==> src/rtl/alm_dot_acc.sv <==
// Batched dot-product accumulator fed by an ALM-SOA approximate log multiplier.
// Operand register -> product register -> running sum, with a valid/ready batch result port.
module alm_dot_acc #(
  parameter int unsigned N_TERMS = 8,
  parameter int unsigned ACC_W   = 20,
  localparam int unsigned CntW   = $clog2(N_TERMS + 1)
) (
  input  logic             clk,
  input  logic             rst,
  input  logic             in_valid,
  output logic             in_ready,
  input  logic             in_last,
  input  logic [8:0]       x,
  input  logic [8:0]       y,
  output logic             out_valid,
  input  logic             out_ready,
  output logic [ACC_W-1:0] acc,
  output logic [CntW-1:0]  out_terms
);

  if (N_TERMS == 0 || ACC_W < 17 + $clog2(N_TERMS)) begin : g_param_check
    $error("alm_dot_acc: need N_TERMS >= 1 and ACC_W >= 17 + clog2(N_TERMS)");
  end

  typedef enum logic [1:0] {StAcc, StWait, StHold} state_e;

  // Mitchell log multiply on sign-magnitude operands. The fraction adder LSB is a set-one
  // stage (forced to 1, no carry into the upper bits). Only -256 * -256 exceeds 16 bits of
  // magnitude, so the magnitude is clamped to keep the product in 17-bit two's complement.
  function automatic logic [16:0] alm_soa(input logic [8:0] a, input logic [8:0] b);
    logic [8:0]  ma, mb;
    logic [3:0]  ka, kb;
    logic [7:0]  fa, fb, frac;
    logic [8:0]  fsum;
    logic [4:0]  e;
    logic [25:0] wide;
    logic [17:0] mag;
    logic [15:0] mag_sat;
    ma = a[8] ? 9'(-a) : a;
    mb = b[8] ? 9'(-b) : b;
    ka = 4'd0;
    kb = 4'd0;
    for (int i = 0; i < 9; i++) begin
      if (ma[i]) ka = 4'(i);
      if (mb[i]) kb = 4'(i);
    end
    fa      = 8'(ma << (4'd8 - ka));
    fb      = 8'(mb << (4'd8 - kb));
    fsum    = {1'b0, fa & 8'hFE} + {1'b0, fb & 8'hFE};
    frac    = fsum[7:0] | 8'h01;
    e       = 5'(ka) + 5'(kb) + 5'(fsum[8]);
    wide    = 26'({1'b1, frac}) << e;
    mag     = 18'(wide >> 8);
    mag_sat = (|mag[17:16]) ? 16'hFFFF : mag[15:0];
    if (ma == 9'd0 || mb == 9'd0) alm_soa = '0;
    else if (a[8] ^ b[8])         alm_soa = 17'(-{1'b0, mag_sat});
    else                          alm_soa = {1'b0, mag_sat};
  endfunction

  state_e            state_q, state_d;
  logic [8:0]        x1_q, y1_q;
  logic              last1_q, v1_q;
  logic [16:0]       p2_q, p1;
  logic              last2_q, v2_q;
  logic [ACC_W-1:0]  sum_q, sum_d, sum_next, p_ext;
  logic [CntW-1:0]   cnt_q, cnt_d;
  logic [ACC_W-1:0]  acc_q, acc_d;
  logic [CntW-1:0]   terms_q, terms_d;
  logic              out_valid_q, out_valid_d;
  logic              accept, term_last;

  assign in_ready  = (state_q == StAcc);
  assign accept    = in_valid & in_ready;
  assign term_last = in_last | (cnt_q == CntW'(N_TERMS - 1));
  assign p1        = alm_soa(x1_q, y1_q);
  assign p_ext     = ACC_W'($signed(p2_q));
  assign sum_next  = sum_q + p_ext;

  assign out_valid = out_valid_q;
  assign acc       = acc_q;
  assign out_terms = terms_q;

  always_comb begin
    state_d     = state_q;
    cnt_d       = cnt_q;
    sum_d       = sum_q;
    acc_d       = acc_q;
    terms_d     = terms_q;
    out_valid_d = out_valid_q;
    if (v2_q) sum_d = sum_next;
    case (state_q)
      StAcc: begin
        if (accept) begin
          cnt_d = cnt_q + CntW'(1);
          if (term_last) state_d = StWait;
        end
      end
      StWait: begin
        if (v2_q && last2_q) begin
          acc_d       = sum_next;
          terms_d     = cnt_q;
          out_valid_d = 1'b1;
          sum_d       = '0;
          cnt_d       = '0;
          state_d     = StHold;
        end
      end
      StHold: begin
        if (out_ready) begin
          out_valid_d = 1'b0;
          state_d     = StAcc;
        end
      end
      default: state_d = StAcc;
    endcase
  end

  always_ff @(posedge clk) begin
    if (rst) begin
      state_q     <= StAcc;
      x1_q        <= '0;
      y1_q        <= '0;
      last1_q     <= 1'b0;
      v1_q        <= 1'b0;
      p2_q        <= '0;
      last2_q     <= 1'b0;
      v2_q        <= 1'b0;
      sum_q       <= '0;
      cnt_q       <= '0;
      acc_q       <= '0;
      terms_q     <= '0;
      out_valid_q <= 1'b0;
    end else begin
      state_q     <= state_d;
      v1_q        <= accept;
      if (accept) begin
        x1_q    <= x;
        y1_q    <= y;
        last1_q <= term_last;
      end
      v2_q        <= v1_q;
      if (v1_q) begin
        p2_q    <= p1;
        last2_q <= last1_q;
      end
      sum_q       <= sum_d;
      cnt_q       <= cnt_d;
      acc_q       <= acc_d;
      terms_q     <= terms_d;
      out_valid_q <= out_valid_d;
    end
  end

endmodule

==> config.mk <==
export PLATFORM = sky130hd
export DESIGN_NAME = alm_dot_acc
export DESIGN_NICKNAME = d
export VERILOG_FILES = /design/src/rtl/alm_dot_acc.sv
export SDC_FILE = /design/constraint.sdc
export NUM_CORES = 1
export LEC_CHECK = 0
export BUFFER_PORTS_ARGS = -buffer_cell sky130_fd_sc_hd__buf_2
export CELL_PAD_IN_SITES_DETAIL_PLACEMENT = 0
export CELL_PAD_IN_SITES_GLOBAL_PLACEMENT = 2
export CORE_UTILIZATION = 33
export CTS_CLUSTER_SIZE = 16
export DETAILED_ROUTE_END_ITERATION = 16
export GPL_ROUTABILITY_DRIVEN = 0
export PLACE_DENSITY = 0.86
export SYNTH_ARGS = -nofsm -noshare
export SYNTH_HDL_FRONTEND = slang
export SYNTH_SLANG_ARGS = --single-unit
==> constraint.sdc <==
create_clock -name clk -period 7.9 [get_ports clk]
set_input_delay 0.79 -clock clk [delete_from_list [all_inputs] [get_ports clk]]
set_output_delay 0.79 -clock clk [all_outputs]
set_load 0.02 [all_outputs]
[After elaboration in Yosys (flattened, before gate mapping)]
Index checks and enable logic that the tools add are counted.
Storage, ports and cells
  flip-flop bits (word level): 90
  input bits: 23
  output and inout port bits: 26
  word-level logic and storage cells: 83
Operators by class
  add/sub/neg operators: 10
  eq/ne operators: 7
  shifts and indexed selects: 3
  mux-type cells: 35
  bitwise operators: 3
  reductions and logical operators: 12
Operators by type and width (number)
  $mux 20: 3
  $mux 4: 12
  $mux 17: 2
  $shl 9x5->26: 1
  $add 20x20->20: 1
  $logic_not 9->1: 2
  $mux 9: 2
  $neg 9->9: 2
  $shl 9x4->8: 2
  $neg 16->17: 1
  $mux 16: 1
  $mux 2: 8
  $add 8x8->9: 1
  $pmux 4 s2: 1
  $sub 4x4->4 const A: 2
  $pmux 2 s3: 1
  $reduce_and 3->1: 2
  $add 4x4->5: 1
  $add 5x1->5: 1
  $add 4x1->4 const B: 1
  $eq 4x3->1 const B: 1
  $mux 1: 4
  $ne 2x1->1 const B: 2
  $ne 2x2->1 const B: 2
  other kinds (13): 14

[Logic depth before layout (Yosys ltp)]
  depth after elaboration: 20
  gate-level depth with buffers: 42
  mapped depth without buffers: 39

[Worst setup path after synthesis]
Ideal clock, no wire load.
  path type: register to register
  start: reg y1_q[0]
  end: reg p2_q[14]
  library setup time: 0.069 ns
  arrival time: 7.767 ns
  data required time: 7.831 ns
  setup slack: 0.064 ns
  stages on the path, launching flop included: 36
  buffers on the path: 2
  period minus slack after synthesis: 7.836 ns
  path through: dfxtp_1 clkbuf_1 inv_1 ha_1 or3b_1 nand2_1 xor2_1 a21boi_0 o21ai_0 a21oi_1 nor2_1 inv_1 ha_1 xnor2_1 or2_2 nor2_1 ha_1 a211oi_1 o21bai_1 a21oi_1 o21bai_1 a21oi_1 fa_1 clkbuf_1 inv_1 o311ai_0 or3b_2 nor3_1 o21bai_1 mux2i_1 o22ai_1 o2111ai_2 nor4b_4 a41oi_1 xor2_1 o21ai_1
Between the ends
  word-level cells in the longest chain between the ends: 20
  elaborated cells between the ends (all ways): 23
  those cells by class: 6 x add/sub; 2 x shift; 12 x mux; 3 x reduce/logical
RTL lines
  from (decl): RTL line 61  | logic [8:0] x1_q, y1_q;
  from (signal assigned): RTL line 138  | y1_q <= y;
  $neg 9->9: RTL line 40  | mb = b[8] ? 9'(-b) : b;
  $mux 9 *: RTL line 40
  $mux 1: RTL line 45  | if (mb[i]) kb = 4'(i);
  $mux 2 (2 in series): RTL line 45
  $mux 4 (5 in series): RTL line 45
  $sub 4x4->4: RTL line 48  | fb = 8'(mb << (4'd8 - kb));
  $shl 9x4->8: RTL line 48
  $add 8x8->9: RTL line 49  | fsum = {1'b0, fa & 8'hFE} + {1'b0, fb & 8'hFE};
  $add 5x1->5: RTL line 51  | e = 5'(ka) + 5'(kb) + 5'(fsum[8]);
  $shl 9x5->26: RTL line 52  | wide = 26'({1'b1, frac}) << e;
  $reduce_or 2->1: RTL line 54  | mag_sat = (|mag[17:16]) ? 16'hFFFF : mag[15:0];
  $mux 16: RTL line 54
  $neg 16->17: RTL line 56  | else if (a[8] ^ b[8]) alm_soa = 17'(-{1'b0, mag_sat});
  $mux 17: RTL line 56
  $mux 17 *: RTL line 55  | if (ma == 9'd0 || mb == 9'd0) alm_soa = '0;
  to (signal assigned): RTL line 143  | p2_q <= p1;
  to (decl): RTL line 63  | logic [16:0] p2_q, p1;
Every way passes the cells marked *; elsewhere a longest branch is shown, timed or not.
A chain may end at the register's enable or synchronous reset.

[Worst setup path after layout]
  start: reg y1_q[0]
  end: reg p2_q[15]
Same word-level chain as after synthesis.

==> results_dict.tcl <==
set metrics [dict create \
    setup.worst_path.start_class "register" \
    setup.worst_path.end "p2_q[15]$_SDFFE_PP0P_" \
    place_area_um2 7570 \
    viasPerCell 5.26 \
    detail_route.first_pass.iterations 13 \
    syn_area_um2 7040 \
    maxCapViolCount 0 \
    cts_hold_buffers 0 \
    final.setup_skew_ps 7.13 \
    ys_types 84 \
    criticalPathCategory "reg -> reg" \
    grt_pass1_vias 6170 \
    r2r_cells 30 \
    drive_above_1_share 0.156 \
    diodes 0 \
    rows 53 \
    cp.depth 30 \
    start_util 0.336 \
    area_growth_pct 14.4 \
    drcViolationCount 2 \
    min_period_ps 7380 \
    grt_use_total 0.167 \
    pre_cts_slack_ps 47.3 \
    yosysMostFrequentCell "nand2_1" \
    crit_arrival_ps 7600 \
    wire_per_inst_um 14.4 \
    hpwl_um 13800 \
    synth_edf_count 0 \
    synth_seq_cells 90 \
    violations "DRC" \
    max-vdd-ir-drop_uv 137 \
    yosys_most_used_dff "dfxtp_1" \
    outcome "finished with violations" \
    crit_start "y1_q[0]$_SDFFE_PP0P_" \
    place.port_buffers 48 \
    die_area_um2 21900 \
    power_density_nw_per_um2 343 \
    numCtsBuffers 9 \
    synth_common_cells "141 x nand2_1, 99 x nor2_1, 90 x dfxtp_1" \
    post-route-util 0.385 \
    routed-via-count 6632 \
    synthArstFlopShare 0 \
    critical_path.top_delay_family "simple AND/OR/NAND/NOR gates" \
    clock_path_buffers 2 \
    yosys-top-cells-area "dfxtp_1 26%, nand2_1 7.5%, ha_1 6.8%, a21oi_1 6.3%, mux2i_1 5.8%" \
    syn_area_per_cell_um2 7.44 \
    wl_um 18200 \
    hold_path.class "reg -> reg" \
    r2r_start "y1_q[0]$_SDFFE_PP0P_" \
    max_slew.worst_pin.slew_ps 957 \
    synth_top_cell_by_area "dfxtp_1" \
    required_ps 8110 \
    grt_pass1_wl_um 30500 \
    cp_slowest_cell "fa_2" \
    synth_top_area_share 0.256 \
    worst_slew_margin_rel 0.357 \
    setup_viol 0 \
    io-pin-count 49 \
    yosysSeqAreaShare 0.256 \
    syn-num-nets 1011 \
    setup_ws_ps 516 \
    post-route-period-util 0.935 \
    grt_max_degree 62 \
    fin_nets 1046 \
    leakage_uw 0.00326 \
    clock.fmax_mhz 135 \
    ant_nets 0 \
    clk_pin_slew_worst_paths_ps 60 \
    slew_viol_final 0 \
    fin_total_pwr_uw 2760 \
    yosysWarningCount 0 \
    critPathBufInv 1 \
    netlist_instances 947 \
    cp_max_fo 9 \
    first_iter_violations 396 \
    h-tree-depth 3 \
    core_region_area_um2 21000 \
    cpPeakStageDelay_ps 510 \
    insertion_delay_ps 340 \
    antenna_found_initial 0 \
    fillers 2239 \
    cts-root-buf "clkbuf_16" \
    clkSinkCount 90 \
    reg2reg_slack_ps 520 \
    finalHoldViolations 0 \
    die_w_um 148 \
    fp.dieH_um 148 \
    r2r_end "p2_q[15]$_SDFFE_PP0P_" \
    endpoint_kind "register" \
    post-route-cell-area_um2 8060 \
    grt_overflow 0 \
    tritoncts "done" \
]
cells by family after synthesis:
family,count (synthesis),share of synthesized area
flops,90,0.256
mux,46,0.0663
xor+xnor,44,0.0547
fa+ha+maj,41,0.0760
buf+inv,95,0.0556
compound gates,277,0.256
simple gates,354,0.236
worst min-delay path by stage:
stage                                from                     to  cells after the start
floorplan           p2_q[13]$_SDFFE_PP0P_  p2_q[13]$_SDFFE_PP0P_                      2
global placement     acc[19]$_SDFFE_PP0P_   acc[19]$_SDFFE_PP0P_                      2
detailed placement   acc[12]$_SDFFE_PP0P_   acc[12]$_SDFFE_PP0P_                      2
CTS                  acc[12]$_SDFFE_PP0P_   acc[12]$_SDFFE_PP0P_                      2
global route          acc[0]$_SDFFE_PP0P_    acc[0]$_SDFFE_PP0P_                      2
finish                acc[0]$_SDFFE_PP0P_    acc[0]$_SDFFE_PP0P_                      2
report_power, final:
group	internal, µW	leakage [µW]	switching [µW]	total (µW)
sequential	478	0.000730	27.0	505
clock	264	0.000153	179	443
combinational	733	0.00238	1080	1820
final cells by class:
type | instances | area [µm²] | area share
clock buffers | 11 | 253 | 0.0314
clock inverters | 5 | 60.1 | 0.00745
inverters | 43 | 166 | 0.0207
multi-input cells | 763 | 4990 | 0.619
flip-flops and latches | 90 | 1800 | 0.224
well taps | 275 | 344 | 0.0427
repair buffers | 75 | 443 | 0.0550
worst min-delay path: cells and delay by family, from the launching register on:
kind	cells	cell delay (ps)
compound gates	1	50
flops	1	300
simple gates	1	50
metrics by stage:
step / hold slack (ps) / std cells / TNS [ps]
6_report: 450 / 1262 / 0
3_5_place_dp: 444 / 1241 / 0
3_3_place_gp: 436 / 1241 / 0
5_1_grt: 478 / 1262 / -26.1
4_1_cts: 453 / 1257 / 0
2_1_floorplan: 432 / 947 / 0
state kept, by name, summed over array words and instances (netlist names):
signal	cells
cnt_q	4
acc	20
last2_q	1
state_q	2
out_terms	4
p2_q	17
x1_q	9
y1_q	9
v1_q	1
out_valid	1
v2_q	1
last1_q	1
sum_q	20
placed cells by master, fill, tap and decap left out, drive strengths merged, types with 6 or more instances in the layout:
cell type / count
nand2: 142
nor2: 101
a21oi: 93
dfxtp: 90
buf: 75
o21ai: 59
inv: 45
mux2i: 41
ha: 38
nor3: 24
xnor2: 24
xor2: 20
a211oi: 19
nand3: 12
a31oi: 11
clkbuf: 11
or2: 10
nor2b: 8
nand2b: 8
a21o: 8
o31ai: 8
or3: 7
a22oi: 7
and2: 7
o22ai: 7
and3: 6
o211ai: 6
repair_timing:
action                                  in CTS  in global routing
endpoints found under the setup margin       0                 16
setup buffers                                0                  4
resized for setup                            0                 33
per-layer routing:
| layer | track usage | up-vias | share of wire |
|---|---|---|---|
| li1 | - | 3463 | - |
| met2 | 0.266 | 109 | 0.44 |
| met5 | 0 | - | 0 |
| met3 | 0.0156 | 13 | 0.024 |
| met1 | 0.241 | 3047 | 0.53 |
| met4 | 0.0418 | 0 | 0.0097 |
No activity file was read; power rests on OpenSTA's default activity.
